$ cat src/rtl/seq_detect_prog.sv
// seq_detect_prog
// Programmable serial sequence detector. Watches a qualified serial stream and
// emits a one-cycle pulse on dout each time the configured pattern completes.
// The pattern is right-aligned: bit [len-1] is the first bit received and
// bit [0] is the most recent one. Length, pattern and overlap mode can be
// reloaded at runtime. A saturating match counter is included.
//
// Ports
//   clk          system clock, rising edge
//   rst          synchronous active-high reset
//   din          serial data bit
//   din_valid    din qualifier; unqualified cycles are ignored entirely
//   cfg_load     latch cfg_* and restart detection (din discarded that cycle)
//   cfg_pattern  pattern, right-aligned
//   cfg_len      pattern length (clamped to MAX_LEN, 0 disables)
//   cfg_overlap  1 = overlapping matches, 0 = each match needs len fresh bits
//   clr_cnt      clear match counter (wins over a simultaneous increment)
//   dout         registered one-cycle match pulse
//   match_cnt    saturating match count
//   cnt_sat      match_cnt is all-ones
//   armed        the next valid bit can complete a match
//
// state    | meaning
// ---------+----------------------------------------------------------
// ST_IDLE  | len == 0, detector disabled
// ST_FILL  | fewer than len-1 fresh bits collected
// ST_ARMED | len-1 or more fresh bits; next valid bit may complete a match
module seq_detect_prog #(
  parameter int                   MAX_LEN     = 8,
  parameter int                   CNT_W       = 8,
  parameter logic [MAX_LEN-1:0]   DEF_PATTERN = 8'b0000_0110,
  parameter int                   DEF_LEN     = 3,
  parameter logic                 DEF_OVERLAP = 1'b1,
  localparam int                  LW          = $clog2(MAX_LEN) + 1
) (
  input  logic               clk,
  input  logic               rst,
  input  logic               din,
  input  logic               din_valid,
  input  logic               cfg_load,
  input  logic [MAX_LEN-1:0] cfg_pattern,
  input  logic [LW-1:0]      cfg_len,
  input  logic               cfg_overlap,
  input  logic               clr_cnt,
  output logic               dout,
  output logic [CNT_W-1:0]   match_cnt,
  output logic               cnt_sat,
  output logic               armed
);

  typedef enum logic [1:0] {
    ST_IDLE  = 2'd0,
    ST_FILL  = 2'd1,
    ST_ARMED = 2'd2
  } state_t;

  localparam logic [LW-1:0] MAX_LEN_C = LW'(MAX_LEN);
  localparam logic [LW-1:0] DEF_LEN_C = LW'(DEF_LEN);

  // Starting state after a restart with a given length: a single-bit pattern
  // needs no history, so it is armed straight away.
  function automatic state_t start_state(input logic [LW-1:0] len);
    if (len == '0)
      return ST_IDLE;
    else if (len == LW'(1))
      return ST_ARMED;
    else
      return ST_FILL;
  endfunction

  function automatic logic [MAX_LEN-1:0] len_mask(input logic [LW-1:0] len);
    logic [MAX_LEN-1:0] m;
    m = '0;
    for (int i = 0; i < MAX_LEN; i++) begin
      if (LW'(i) < len) m[i] = 1'b1;
    end
    return m;
  endfunction

  state_t               state_q, state_d;
  // Only MAX_LEN-1 bits of history are ever needed: the newest bit of a
  // match is din itself.
  logic [MAX_LEN-2:0]   hist_q, hist_d;
  logic [LW-1:0]        fill_q, fill_d;
  logic [MAX_LEN-1:0]   pat_q, pat_d;
  logic [LW-1:0]        len_q, len_d;
  logic                 ovl_q, ovl_d;
  logic                 dout_q, dout_d;
  logic [CNT_W-1:0]     cnt_q, cnt_d;

  logic [MAX_LEN-1:0]   shifted;
  logic [MAX_LEN-1:0]   mask;
  logic [LW-1:0]        len_cl;
  logic [LW-1:0]        fill_inc;
  logic                 match;

  always_comb begin
    state_d  = state_q;
    hist_d   = hist_q;
    fill_d   = fill_q;
    pat_d    = pat_q;
    len_d    = len_q;
    ovl_d    = ovl_q;
    cnt_d    = cnt_q;
    match    = 1'b0;
    shifted  = {hist_q, din};
    mask     = len_mask(len_q);
    len_cl   = (cfg_len > MAX_LEN_C) ? MAX_LEN_C : cfg_len;
    // fill saturates at MAX_LEN so it cannot wrap during long overlap runs
    fill_inc = (fill_q >= MAX_LEN_C) ? fill_q : fill_q + LW'(1);

    if (cfg_load) begin
      pat_d   = cfg_pattern;
      len_d   = len_cl;
      ovl_d   = cfg_overlap;
      hist_d  = '0;
      fill_d  = '0;
      state_d = start_state(len_cl);
    end else if (din_valid && state_q != ST_IDLE) begin
      hist_d = shifted[MAX_LEN-2:0];
      match  = (state_q == ST_ARMED) && (((shifted ^ pat_q) & mask) == '0);
      if (match && !ovl_q) begin
        fill_d  = '0;
        state_d = (len_q == LW'(1)) ? ST_ARMED : ST_FILL;
      end else begin
        fill_d = fill_inc;
        // len_q >= 1 whenever the state is not IDLE, so len_q-1 cannot wrap
        if (fill_inc >= len_q - LW'(1)) state_d = ST_ARMED;
      end
    end

    dout_d = match;

    if (clr_cnt)
      cnt_d = '0;
    else if (match && cnt_q != '1)
      cnt_d = cnt_q + CNT_W'(1);
  end

  always_ff @(posedge clk) begin
    if (rst) begin
      state_q <= start_state(DEF_LEN_C);
      hist_q  <= '0;
      fill_q  <= '0;
      pat_q   <= DEF_PATTERN;
      len_q   <= DEF_LEN_C;
      ovl_q   <= DEF_OVERLAP;
      dout_q  <= 1'b0;
      cnt_q   <= '0;
    end else begin
      state_q <= state_d;
      hist_q  <= hist_d;
      fill_q  <= fill_d;
      pat_q   <= pat_d;
      len_q   <= len_d;
      ovl_q   <= ovl_d;
      dout_q  <= dout_d;
      cnt_q   <= cnt_d;
    end
  end

  assign dout      = dout_q;
  assign match_cnt = cnt_q;
  assign cnt_sat   = &cnt_q;
  assign armed     = (state_q == ST_ARMED);

endmodule

$ cat config.mk
export PLATFORM = sky130hd
export DESIGN_NAME = seq_detect_prog
export DESIGN_NICKNAME = d
export VERILOG_FILES = /design/src/rtl/seq_detect_prog.sv
export SDC_FILE = /design/constraint.sdc
export NUM_CORES = 1
export LEC_CHECK = 0
export CORE_MARGIN = 8
export CORE_UTILIZATION = 50
export CTS_BUF_LIST = sky130_fd_sc_hd__clkbuf_4
export CTS_CLUSTER_DIAMETER = 150
export DETAILED_ROUTE_END_ITERATION = 7
export GPL_TIMING_DRIVEN = 1
export HOLD_SLACK_MARGIN = 0.15
export PLACE_DENSITY_LB_ADDON = 0.08
export SYNTH_ARGS = -nofsm -noshare
export SYNTH_HDL_FRONTEND = slang
export SYNTH_SLANG_ARGS = --single-unit
export TNS_END_PERCENT = 100
$ cat constraint.sdc
create_clock -name clk -period 2 [get_ports clk]
set_input_delay 0.2 -clock clk [delete_from_list [all_inputs] [get_ports clk]]
set_output_delay 0.2 -clock clk [all_outputs]
set_load 0.1 [all_outputs]
==> results.txt <==
----------------------------------------------------
[Synthesis]
  Cell type with the largest total area after synthesis ... dfxtp_1
  Net count of the mapped netlist ... 258
  Fraction of synthesized cell area taken by the top area cell type ... 35.8%
  Netlist area before placement ... 1960 µm²
  Mapped Avg Cell Area ... 8.56 µm²
  Ys async rst share ... 0%
  Ranking of synthesized cells by area ... dfxtp_1 36%, ha_1 6.4%, nand2_1 5.9%, a21oi_1 5.6%, mux2i_1 4.6%
  Sequential cell area fraction in the yosys report ... 35.8%
  Count of state elements after synthesis ... 35
  Number of enable-type register cells in the synthesized netlist ... 0
  Distinct cell type count after synthesis ... 49
  Synthesis Warnings ... 0
  Synthesized instance count ... 229
  Ys flop type ... dfxtp_1

[Floorplan]
  Number of top-level design ports ... 30
  Chip width ... 78.6 µm
  Die outline height ... 78.6 µm
  Initial Utilization ... 52.7%
  Floorplan row count ... 22
  Area of the core ... 3720 µm²
  Die outline area ... 6180 µm²

[Layout]
  Number of nets in the finished design ... 300
  Final Non-Filler Cells ... 320
  Share of layout cells above drive strength 1 ... 28.3%
  Share of the core filled with cells ... 69.4%
  Relative area change from synthesis to final layout ... 31.6%
  N_diodes ... 0
  Fill cell instance count of the final layout ... 315
  Sequential cell area ... 728 µm²
  Area taken by multi-input logic gates ... 1250 µm²

[Clock tree]
  H-Tree Level Count ... 2
  Clock-pin slew on the worst setup and hold paths ... 0.11 ns
  Maximum buffer depth of the clock tree ... 2
  Root Buffer ... clkbuf_4
  Clock Latency Late Sink ... 0.34 ns
  CTS sink count ... 35
  TritonCTS clock tree ... yes
  Number of buffers inserted during clock tree synthesis ... 5

[Placement]
  Cell count after placement ... 306
  Total half-perimeter wirelength after legalization and detailed placement ... 3.43 mm
  Worst setup slack before clock tree synthesis ... -0.125 ns
  Routability Congestion ... 0.841
  Buffers on Ports ... 29

[Critical path]
  CP Launch Type ... register
  Endpoint arrival time on the critical path ... 2.33 ns
  Endpoint required time on the critical path ... 2.28 ns
  CP peak stage delay ... 0.56 ns
  Standard cell with the maximum stage delay on the critical path ... or4_4
  Top delay family on crit path ... simple AND/OR/NAND/NOR gates
  WS Path Type ... reg2reg
  List of cells traversed by the critical path ... inv_4 > ha_4 > nor2b_1 > o21a_1 > or4_4 > buf_12 > or3_4 > a21oi_2
  Buffer and inverter count on the worst path ... 2
  Kind of end point of the critical path ... register
  Max FO, Critical Path ... 8

[Drt]
  Vias per std cell ... 5.46
  Antenna-violating nets left ... 0
  Final WL ... 4.86 mm
  Total via count after detailed routing ... 1748
  WL per Instance ... 15.2 µm
  Post-route DRC violation count ... 0
  Number of DRC markers in iteration 0 ... 94
  Drt pass-1 iters ... 4

[Power and ir drop]
  Worst IR drop on VDD ... 445 µV
  Leakage Power ... 0.983 nW
  Total Power Consumption ... 0.00149 W
  Pwr dens ... 578 nW/µm²

[Timing]
  Final hold viol count ... 0
  Post-layout worst setup margin ... -0.0477 ns
  RSZ-0062 raised after global routing ... true
  Final max-slew violation count ... 0
  Rel. slew slack ... 69.3%
  Final setup violating endpoints ... 8
  Clock period minus final worst setup slack ... 2.05 ns
  Worst clock skew ... 0.00956 ns
  Maximum clock frequency ... 0.488 GHz
  Least-Margin Pin Slew ... 0.459 ns
  Fin crit share ... 102%

[Outcome]
  Outcome ... complete, but fails checks
  Violated checks ... setup timing

[GRT]
  Via count of the first global-routing pass ... 1727
  Antenna violations before repair ... 0
  Gr ovfl total ... 0
  Global-route wire length before repair ... 8.23 mm
  Largest net degree at the start of global routing ... 19
  Global router's overall resource usage ... 16.4%

[Flow run]
  # Max-Cap Violations ... 0

[Worst hold path]
  Path type of the worst min-delay path ... in2reg

----------------------------------------------------
## what timing repair did
action / in CTS / in global routing
buffers inserted: 5 / 1
hold buffers: 0 / 0
pin swaps: 7 / 6
setup endpoints to repair: 10 / 11
resized for setup: 13 / 11
## worst paths after layout
path,from,to,slack (ns),cells after the start
hold reg to reg,fill_q[3]$_SDFFE_PP0P_,fill_q[3]$_SDFFE_PP0P_,0.48,2
setup / recovery,len_q[1]$_SDFFE_PP1P_,match_cnt[1]$_SDFFE_PP0P_,-0.05,8
setup reg to reg,len_q[1]$_SDFFE_PP1P_,match_cnt[1]$_SDFFE_PP0P_,-0.05,8
hold / removal,cfg_pattern[1],pat_q[1]$_SDFFE_PP1P_,0.44,2
## metrics by stage
step | hold WS (ns) | TNS, ns | instance area, µm²
2_1_floorplan | 0.322 | -0.797 | 2010
3_3_place_gp | 0.464 | -0.150 | 2360
3_5_place_dp | 0.475 | -0.627 | 2360
4_1_cts | 0.432 | -0.0451 | 2530
5_1_grt | 0.432 | -1.00 | 2580
6_report | 0.439 | -0.263 | 2580
## cell usage after synthesis, types with 2 or more instances
cell / count
o311ai_1: 2
nor3_1: 4
a21oi_1: 22
buf_6: 2
a211o_1: 4
clkbuf_1: 8
mux2i_1: 9
o41ai_1: 2
nand3_1: 4
xor2_1: 3
o21ai_1: 4
nand2b_1: 3
nor4_2: 2
o21a_1: 2
xnor2_1: 9
or2_2: 2
o21ai_0: 2
dfxtp_1: 35
a21o_1: 4
nor3b_1: 2
and2_1: 2
nand2_1: 31
inv_1: 7
ha_1: 10
or3_1: 9
nor2_1: 15
nor2b_1: 6
nor4_1: 3
## layout make-up
| cell class | count | share of cell area [%] |
|---|---|---|
| Multi-Input combinational cell | 174 | 48.7 |
| Sequential cell | 35 | 28.2 |
| Timing Repair Buffer | 48 | 16.6 |
| Tap cell | 48 | 2.33 |
| Clock inverter | 3 | 1.50 |
| Clock buffer | 5 | 1.46 |
| Inverter | 7 | 1.21 |
## power by group
| part | switching, W | internal [W] |
|---|---|---|
| Sequential | 0.0000283 | 0.000716 |
| Combinational | 0.000122 | 0.000130 |
| Clock | 0.000238 | 0.000257 |
| Total | 0.000388 | 0.00110 |
## cell families after synthesis
kind of cell    share of synthesized area [%]
flops                                    35.8
fa+ha+maj                                6.39
compound gates                           17.9
buf+inv                                  5.36
mux                                      5.17
simple gates                             24.0
xor+xnor                                 5.36
## cells in the final DEF, fill, tap and decap left out, types with 2 or more instances in the layout
master / instances
or2_2: 2
a21oi_1: 19
dfxtp_2: 10
nor3_1: 3
buf_12: 2
a21o_1: 3
inv_4: 2
xnor2_1: 9
o21a_1: 2
xor2_1: 3
o21ai_2: 2
nand3_1: 4
ha_4: 2
dfxtp_4: 4
o311ai_1: 2
buf_4: 27
a211o_1: 4
and2_1: 2
clkbuf_4: 5
o21ai_1: 3
nand2b_1: 3
nor2_1: 14
dfxtp_1: 21
nor2b_1: 5
nor3b_1: 2
a21oi_2: 3
mux2i_1: 9
inv_1: 5
ha_1: 8
or3_1: 8
nand2_1: 31
nor4_1: 3
o41ai_1: 2
clkdlybuf4s50_1: 18
## registers in the layout, summed over array words and instances (netlist names)
| register | flops |
|---|---|
| hist_q | 7 |
| pat_q | 8 |
| match_cnt | 8 |
| len_q | 4 |
| state_q | 2 |
| ovl_q | 1 |
| dout | 1 |
| fill_q | 4 |
## per-layer routing
metal / global-route usage [%] / up-vias / part of all wire (%)
met4: 4.81 / 0 / 1.3
met2: 28.7 / 39 / 50
met1: 18.4 / 805 / 43
met3: 5.58 / 7 / 5.5
li1: - / 897 / -
met5: 0 / - / 0
(Power assumes the default switching activity.)
